<file path="config.mk">
export PLATFORM = sky130hd
export DESIGN_NAME = cmd_seq_tx
export DESIGN_NICKNAME = d
export VERILOG_FILES = /design/src/rtl/cmd_seq_pkg.sv /design/src/rtl/cmd_seq_timer.sv /design/src/rtl/cmd_seq_tx.sv
export SDC_FILE = /design/constraint.sdc
export NUM_CORES = 1
export LEC_CHECK = 0
export CORE_ASPECT_RATIO = 2
export CORE_MARGIN = 2
export CORE_UTILIZATION = 35
export CTS_BUF_LIST = sky130_fd_sc_hd__clkbuf_4
export CTS_CLUSTER_SIZE = 14
export DETAILED_ROUTE_END_ITERATION = 16
export PLACE_DENSITY = 0.62
export SLEW_MARGIN = 10
export SYNTH_ARGS = -nofsm -noshare
export SYNTH_HDL_FRONTEND = slang
export SYNTH_SLANG_ARGS = --single-unit
</file>
<file path="constraint.sdc">
create_clock -name clk -period 4.6 [get_ports clk]
set_clock_uncertainty 0.05 [all_clocks]
set_input_delay 0.92 -clock clk [delete_from_list [all_inputs] [get_ports clk]]
set_output_delay 0.92 -clock clk [all_outputs]
set_load 0.01 [all_outputs]
</file>
<file path="src/rtl/cmd_seq_pkg.sv">
// Shared types and default constants for the command sequencer.
// The top level has an optional resend-on-timeout mode, enabled by defining CMD_SEQ_RETRY_EN.
package cmd_seq_pkg;

  typedef enum logic [2:0] {
    IDLE      = 3'd0,
    FETCH     = 3'd1,
    XMIT      = 3'd2,
    WAIT_TX   = 3'd3,
    RESP_WAIT = 3'd4
  } state_t;

  localparam logic [7:0] DEF_RESP_BYTE   = 8'h0A;
  localparam int         DEF_TIMEOUT_CYC = 1000000;

endpackage

</file>
<file path="src/rtl/cmd_seq_timer.sv">
// Response timer: a clearable up-counter that stops at TIMEOUT_CYC-1 and reports
// that value through the expired flag.
module cmd_seq_timer
  import cmd_seq_pkg::*;
#(
  parameter int TIMEOUT_CYC = DEF_TIMEOUT_CYC
) (
  input  logic clk,
  input  logic rst_n,
  input  logic clr,
  input  logic en,
  output logic expired
);

  localparam int CNT_W = (TIMEOUT_CYC > 2) ? $clog2(TIMEOUT_CYC) : 1;
  localparam logic [CNT_W-1:0] LAST = CNT_W'(TIMEOUT_CYC - 1);

  logic [CNT_W-1:0] cnt;

  // The counter holds at LAST so that expired stays asserted until the next clear.
  always_ff @(posedge clk or negedge rst_n) begin
    if (!rst_n) begin
      cnt <= '0;
    end else if (clr) begin
      cnt <= '0;
    end else if (en && (cnt != LAST)) begin
      cnt <= cnt + CNT_W'(1);
    end
  end

  assign expired = (cnt == LAST);

endmodule

</file>
<file path="src/rtl/cmd_seq_tx.sv">
// Command sequencer: streams cmd_len ROM bytes to a UART and then waits for a response byte or a timeout.
// Optional CMD_SEQ_RETRY_EN: a timeout resends the whole command up to MAX_RETRY times.
module cmd_seq_tx
  import cmd_seq_pkg::*;
#(
  parameter int ADDR_W = 5,
  parameter int LEN_W  = 4,
  parameter int DATA_W = 8,
  parameter logic [DATA_W-1:0] RESP_BYTE = DATA_W'(DEF_RESP_BYTE),
`ifdef CMD_SEQ_RETRY_EN
  parameter int MAX_RETRY = 2,
`endif
  parameter int TIMEOUT_CYC = DEF_TIMEOUT_CYC
) (
  input  logic              clk,
  input  logic              rst_n,
  input  logic              send,
  input  logic [ADDR_W-1:0] cmd_start,
  input  logic [LEN_W-1:0]  cmd_len,
  output logic [ADDR_W-1:0] rom_addr,
  input  logic [DATA_W-1:0] rom_dout,
  output logic              trmt,
  output logic [DATA_W-1:0] tx_data,
  input  logic              tx_done,
  input  logic              rx_rdy,
  input  logic [DATA_W-1:0] rx_data,
  output logic              clr_rx_rdy,
  output logic              busy,
  output logic              resp_rcvd,
  output logic              timeout
`ifdef CMD_SEQ_RETRY_EN
  ,
  output logic [1:0]        retry_cnt
`endif
);

  state_t            state, state_nxt;
  logic [ADDR_W-1:0] rom_addr_nxt;
  logic [LEN_W-1:0]  remaining, remaining_nxt;
  logic [DATA_W-1:0] tx_data_nxt;
  logic              trmt_nxt, clr_rx_rdy_nxt, busy_nxt, resp_rcvd_nxt, timeout_nxt;
  logic              timer_clr, timer_en, expired;
  logic              rx_take, rx_match;

`ifdef CMD_SEQ_RETRY_EN
  logic [ADDR_W-1:0] start_q, start_nxt;
  logic [LEN_W-1:0]  len_q, len_nxt;
  logic [1:0]        retry_cnt_nxt;

  function automatic logic [1:0] retry_inc(input logic [1:0] v);
    return (v == 2'b11) ? v : v + 2'd1;
  endfunction
`endif

  cmd_seq_timer #(
    .TIMEOUT_CYC(TIMEOUT_CYC)
  ) u_timer (
    .clk    (clk),
    .rst_n  (rst_n),
    .clr    (timer_clr),
    .en     (timer_en),
    .expired(expired)
  );

  assign timer_en = (state == RESP_WAIT);
  // The cycle that carries clr_rx_rdy still sees the old rx_rdy level, so it is skipped.
  assign rx_take  = rx_rdy && !clr_rx_rdy;
  assign rx_match = rx_take && (rx_data == RESP_BYTE);

  always_ff @(posedge clk or negedge rst_n) begin
    if (!rst_n) begin
      state <= IDLE;
    end else begin
      state <= state_nxt;
    end
  end

  always_ff @(posedge clk or negedge rst_n) begin
    if (!rst_n) begin
      rom_addr   <= '0;
      remaining  <= '0;
      tx_data    <= '0;
      trmt       <= 1'b0;
      clr_rx_rdy <= 1'b0;
      busy       <= 1'b0;
      resp_rcvd  <= 1'b0;
      timeout    <= 1'b0;
`ifdef CMD_SEQ_RETRY_EN
      start_q    <= '0;
      len_q      <= '0;
      retry_cnt  <= 2'd0;
`endif
    end else begin
      rom_addr   <= rom_addr_nxt;
      remaining  <= remaining_nxt;
      tx_data    <= tx_data_nxt;
      trmt       <= trmt_nxt;
      clr_rx_rdy <= clr_rx_rdy_nxt;
      busy       <= busy_nxt;
      resp_rcvd  <= resp_rcvd_nxt;
      timeout    <= timeout_nxt;
`ifdef CMD_SEQ_RETRY_EN
      start_q    <= start_nxt;
      len_q      <= len_nxt;
      retry_cnt  <= retry_cnt_nxt;
`endif
    end
  end

  always_comb begin
    state_nxt      = state;
    rom_addr_nxt   = rom_addr;
    remaining_nxt  = remaining;
    tx_data_nxt    = tx_data;
    trmt_nxt       = 1'b0;
    clr_rx_rdy_nxt = 1'b0;
    busy_nxt       = busy;
    resp_rcvd_nxt  = 1'b0;
    timeout_nxt    = 1'b0;
    timer_clr      = 1'b0;
`ifdef CMD_SEQ_RETRY_EN
    start_nxt      = start_q;
    len_nxt        = len_q;
    retry_cnt_nxt  = retry_cnt;
`endif

    case (state)
      IDLE: begin
        if (send && (cmd_len != '0)) begin
          rom_addr_nxt  = cmd_start;
          remaining_nxt = cmd_len;
          busy_nxt      = 1'b1;
          state_nxt     = FETCH;
`ifdef CMD_SEQ_RETRY_EN
          start_nxt     = cmd_start;
          len_nxt       = cmd_len;
          retry_cnt_nxt = 2'd0;
`endif
        end
      end

      // The ROM registers rom_addr at the end of this cycle.
      FETCH: begin
        state_nxt = XMIT;
      end

      // rom_dout now holds the byte for the address presented in FETCH.
      XMIT: begin
        tx_data_nxt   = rom_dout;
        trmt_nxt      = 1'b1;
        rom_addr_nxt  = rom_addr + ADDR_W'(1);
        remaining_nxt = remaining - LEN_W'(1);
        state_nxt     = WAIT_TX;
      end

      // trmt is high only in the first WAIT_TX cycle; using it as a mask
      // keeps a tx_done level that is still high from the previous byte from counting.
      WAIT_TX: begin
        if (tx_done && !trmt) begin
          if (remaining != '0) begin
            state_nxt = FETCH;
          end else begin
            timer_clr = 1'b1;
            state_nxt = RESP_WAIT;
          end
        end
      end

      RESP_WAIT: begin
        if (rx_take) begin
          clr_rx_rdy_nxt = 1'b1;
        end
        if (rx_match) begin
          resp_rcvd_nxt = 1'b1;
          busy_nxt      = 1'b0;
          state_nxt     = IDLE;
        end else if (expired) begin
`ifdef CMD_SEQ_RETRY_EN
          if (int'(retry_cnt) < MAX_RETRY) begin
            retry_cnt_nxt = retry_inc(retry_cnt);
            rom_addr_nxt  = start_q;
            remaining_nxt = len_q;
            state_nxt     = FETCH;
          end else begin
            timeout_nxt = 1'b1;
            busy_nxt    = 1'b0;
            state_nxt   = IDLE;
          end
`else
          timeout_nxt = 1'b1;
          busy_nxt    = 1'b0;
          state_nxt   = IDLE;
`endif
        end
      end

      default: begin
        state_nxt = IDLE;
      end
    endcase
  end

endmodule
</file>
==> results.toml <==
[global_routing]
track_usage_pct = 16.4
grt_overflow = 0
grt_max_degree = 46
grt_pass1_wl_um = 8690
antenna_found_initial = 1
first_global_vias = 1923

[clock_tree]
postCtsSetupRepairBufs = 0
cts.clk_slew.worst_paths_ns = 0.13
cts_max_level = 2
cts_tree = "built"
cts_resized = 0
cts_hold_buffers = 0
numCtsBuffers = 5
clk_path_buf_depth = 2
worstSkewPairLatency_ns = 0.37
clock_sinks = 45
cts_root_buffer = "clkbuf_4"

[finish]
fill_cells = 652
drive_above_1_share_pct = 6.03
seqCellArea_mm2 = 0.00113
nets = 314
multi_input_area_mm2 = 0.00103
design_area_mm2 = 0.00287
syn2layout_area_growth_pct = 28.4

[sta]
tns_ns = 0
worstMarginPinSlew_ns = 1.06
max_slew_margin_pct = 28.7
max_freq_mhz = 393
fin_crit_sh_pct = 55.3
slew_violations = 0
hold_slack_ns = 0.445
rsz0062_at_grt = "false"
setup_violations = 0
hold_viol_final = 0
min_period_ns = 2.54

[drt]
top_layer = "met4"
met1Wirelength_um = 2000
drc = 0
wl_met3_um = 170
vias_per_cell = 5.20
first_pass_iters = 4
drt_iter0_drc = 75
ant_nets = 0
wire_per_inst_um = 14.3
vias = 1919
drt_wl_total_um = 5270
dr_wl_met2_um = 2940

[power_and_ir_drop]
leakage_nw = 1.25
p_per_area_mw_per_mm2 = 592
ir_drop_mv = 0.368

[synthesis]
async_reset_ff_share_pct = 100
synthCells = 237
syn_area_per_cell_um2 = 9.44
yosys.cell_types.count = 43
synth-edff-count = 0
ys.warnings.count = 0
synthesis.area_mm2 = 0.00224
yosysTopAreaCell = "dfrtp_1"
synth_ff_type = "dfrtp_1"
synth_commonest_cells = "dfrtp_1 (45), nand2_1 (42), nor2_1 (16), a21oi_1 (13), nand3_1 (13)"
synth.most_common_cell = "dfrtp_1"
synth_seq_cells = 45
synth_seq_area_share_pct = 50.3
synth_top_area_share_pct = 50.3
syn_nets = 270
netlist_top_cells_area = "dfrtp_1 (50%), nand2_1 (7.0%), mux2i_1 (4.0%)"

[worst_hold_path]
hold_class = "register to register"

[critical_path]
path_max_fanout = 5
cp_top_family = "simple AND/OR/NAND/NOR gates"
slowest_stage = "nor4_1"
worstPathCellList = "clkdlybuf4s50_1, o41ai_1, nor4_1, mux2i_1, mux2i_1"
slowest_delay_ns = 0.83
path_buf_inv = 1
critPathArrivalTime_ns = 2.73
cp-end-kind = "register"
critPathMostFrequentCell = "mux2i_1"
path_class = "input pin to register"
startpoint_type = "input pin"
required_ns = 4.79

[die]
die_w_um = 60.6
num_io_pins = 48
die_y_um = 117
start_util_pct = 35.8
die-area_mm2 = 0.00709
core_mm2 = 0.00626
placementRows = 41

[place]
gp_congestion = 0.817
dp_hpwl_um = 3940
place_area_mm2 = 0.00277
io_buffers = 47

[run_status]
status = "completed"

[flow_run]
maxCapViolCount = 0
==> area by class of cell <==
type                    count  area share [%]
flip-flops and latches     45            39.2
multi-input cells         172            35.9
repair buffers             47            16.2
well taps                  86            3.74
clock inverters             3            2.26
clock buffers               5            1.31
inverters                  10            1.31
diodes                      1          0.0871
==> state kept, by name, indices dropped and copies added (netlist names) <==
name,flops
clr_rx_rdy,1
trmt,1
rom_addr,5
u_timer.cnt,20
timeout,1
tx_data,8
state,3
resp_rcvd,1
busy,1
remaining,4
==> report_power, final <==
part | switching [mW] | leakage (nW) | internal, mW
logic | 0.358 | 0.712 | 0.324
clock network | 0.132 | 0.0552 | 0.168
registers | 0.166 | 0.484 | 0.552
total | 0.657 | 1.25 | 1.04
==> per-layer routing <==
| layer | GRT usage, % | vias up |
|---|---|---|
| met3 | 3.41 | 13 |
| met4 | 9.86 | 0 |
| li1 | - | 935 |
| met2 | 28.1 | 49 |
| met5 | 0 | - |
| met1 | 17.9 | 922 |
==> worst min-delay path: cells and delay by family (launching register included) <==
family	cells	cell delay, ns
flip-flops	1	0.37
AND/OR/NAND/NOR	2	0.10
==> metrics by stage <==
step / worst slack [ns] / instances / utilization [%] / power [mW]
2_1_floorplan: 2.41 / 237 / - / 1.13
3_3_place_gp: 1.67 / 360 / 44.2 / 1.40
3_5_place_dp: 1.64 / 360 / 44.2 / 1.42
4_1_cts: 2.05 / 368 / 45.9 / 1.73
5_1_grt: 1.93 / 369 / 45.9 / 1.85
6_report: 2.06 / 369 / 45.9 / 1.70
==> final timing paths <==
check / startpoint / slack, ns / to / depth (start not counted)
max in group asynchronous: rst_n / 3.23 / rom_addr[3] / 1
worst min-delay path: tx_data[7] / 0.45 / tx_data[7] / 2
worst max-delay path: cmd_len[2] / 2.06 / remaining[1] / 5
min in group asynchronous: rst_n / 0.64 / u_timer.cnt[12] / 1
worst min register to register: tx_data[7] / 0.45 / tx_data[7] / 2
worst max register to register: u_timer.cnt[11] / 2.28 / u_timer.cnt[1] / 4
==> cells in the final DEF (no fill, tap or decap), types with 4 or more instances in the layout <==
cell,n
o21ai_0,10
a21oi_1,13
xnor2_1,4
nand2_1,42
mux2i_1,9
or4_1,6
o211ai_1,5
clkdlybuf4s50_1,46
nand3_1,13
nor4_1,4
nor2_1,16
inv_1,10
clkbuf_4,5
a211oi_1,4
or3_1,4
dfrtp_1,45
==> cell families (layout without fill, tap and decap cells) <==
kind of cell    count (synthesis)  after routing  share of synthesized area [%]
compound gates                 44             44                           12.8
xor+xnor                        4              4                           1.56
fa+ha+maj                       3              3                           1.68
buf+inv                        20             65                           3.58
flops                          45             45                           50.3
mux                             9              9                           4.02
other cells                     0              1                              0
simple gates                  112            112                           26.0
Power figures use the tool's default switching activity.
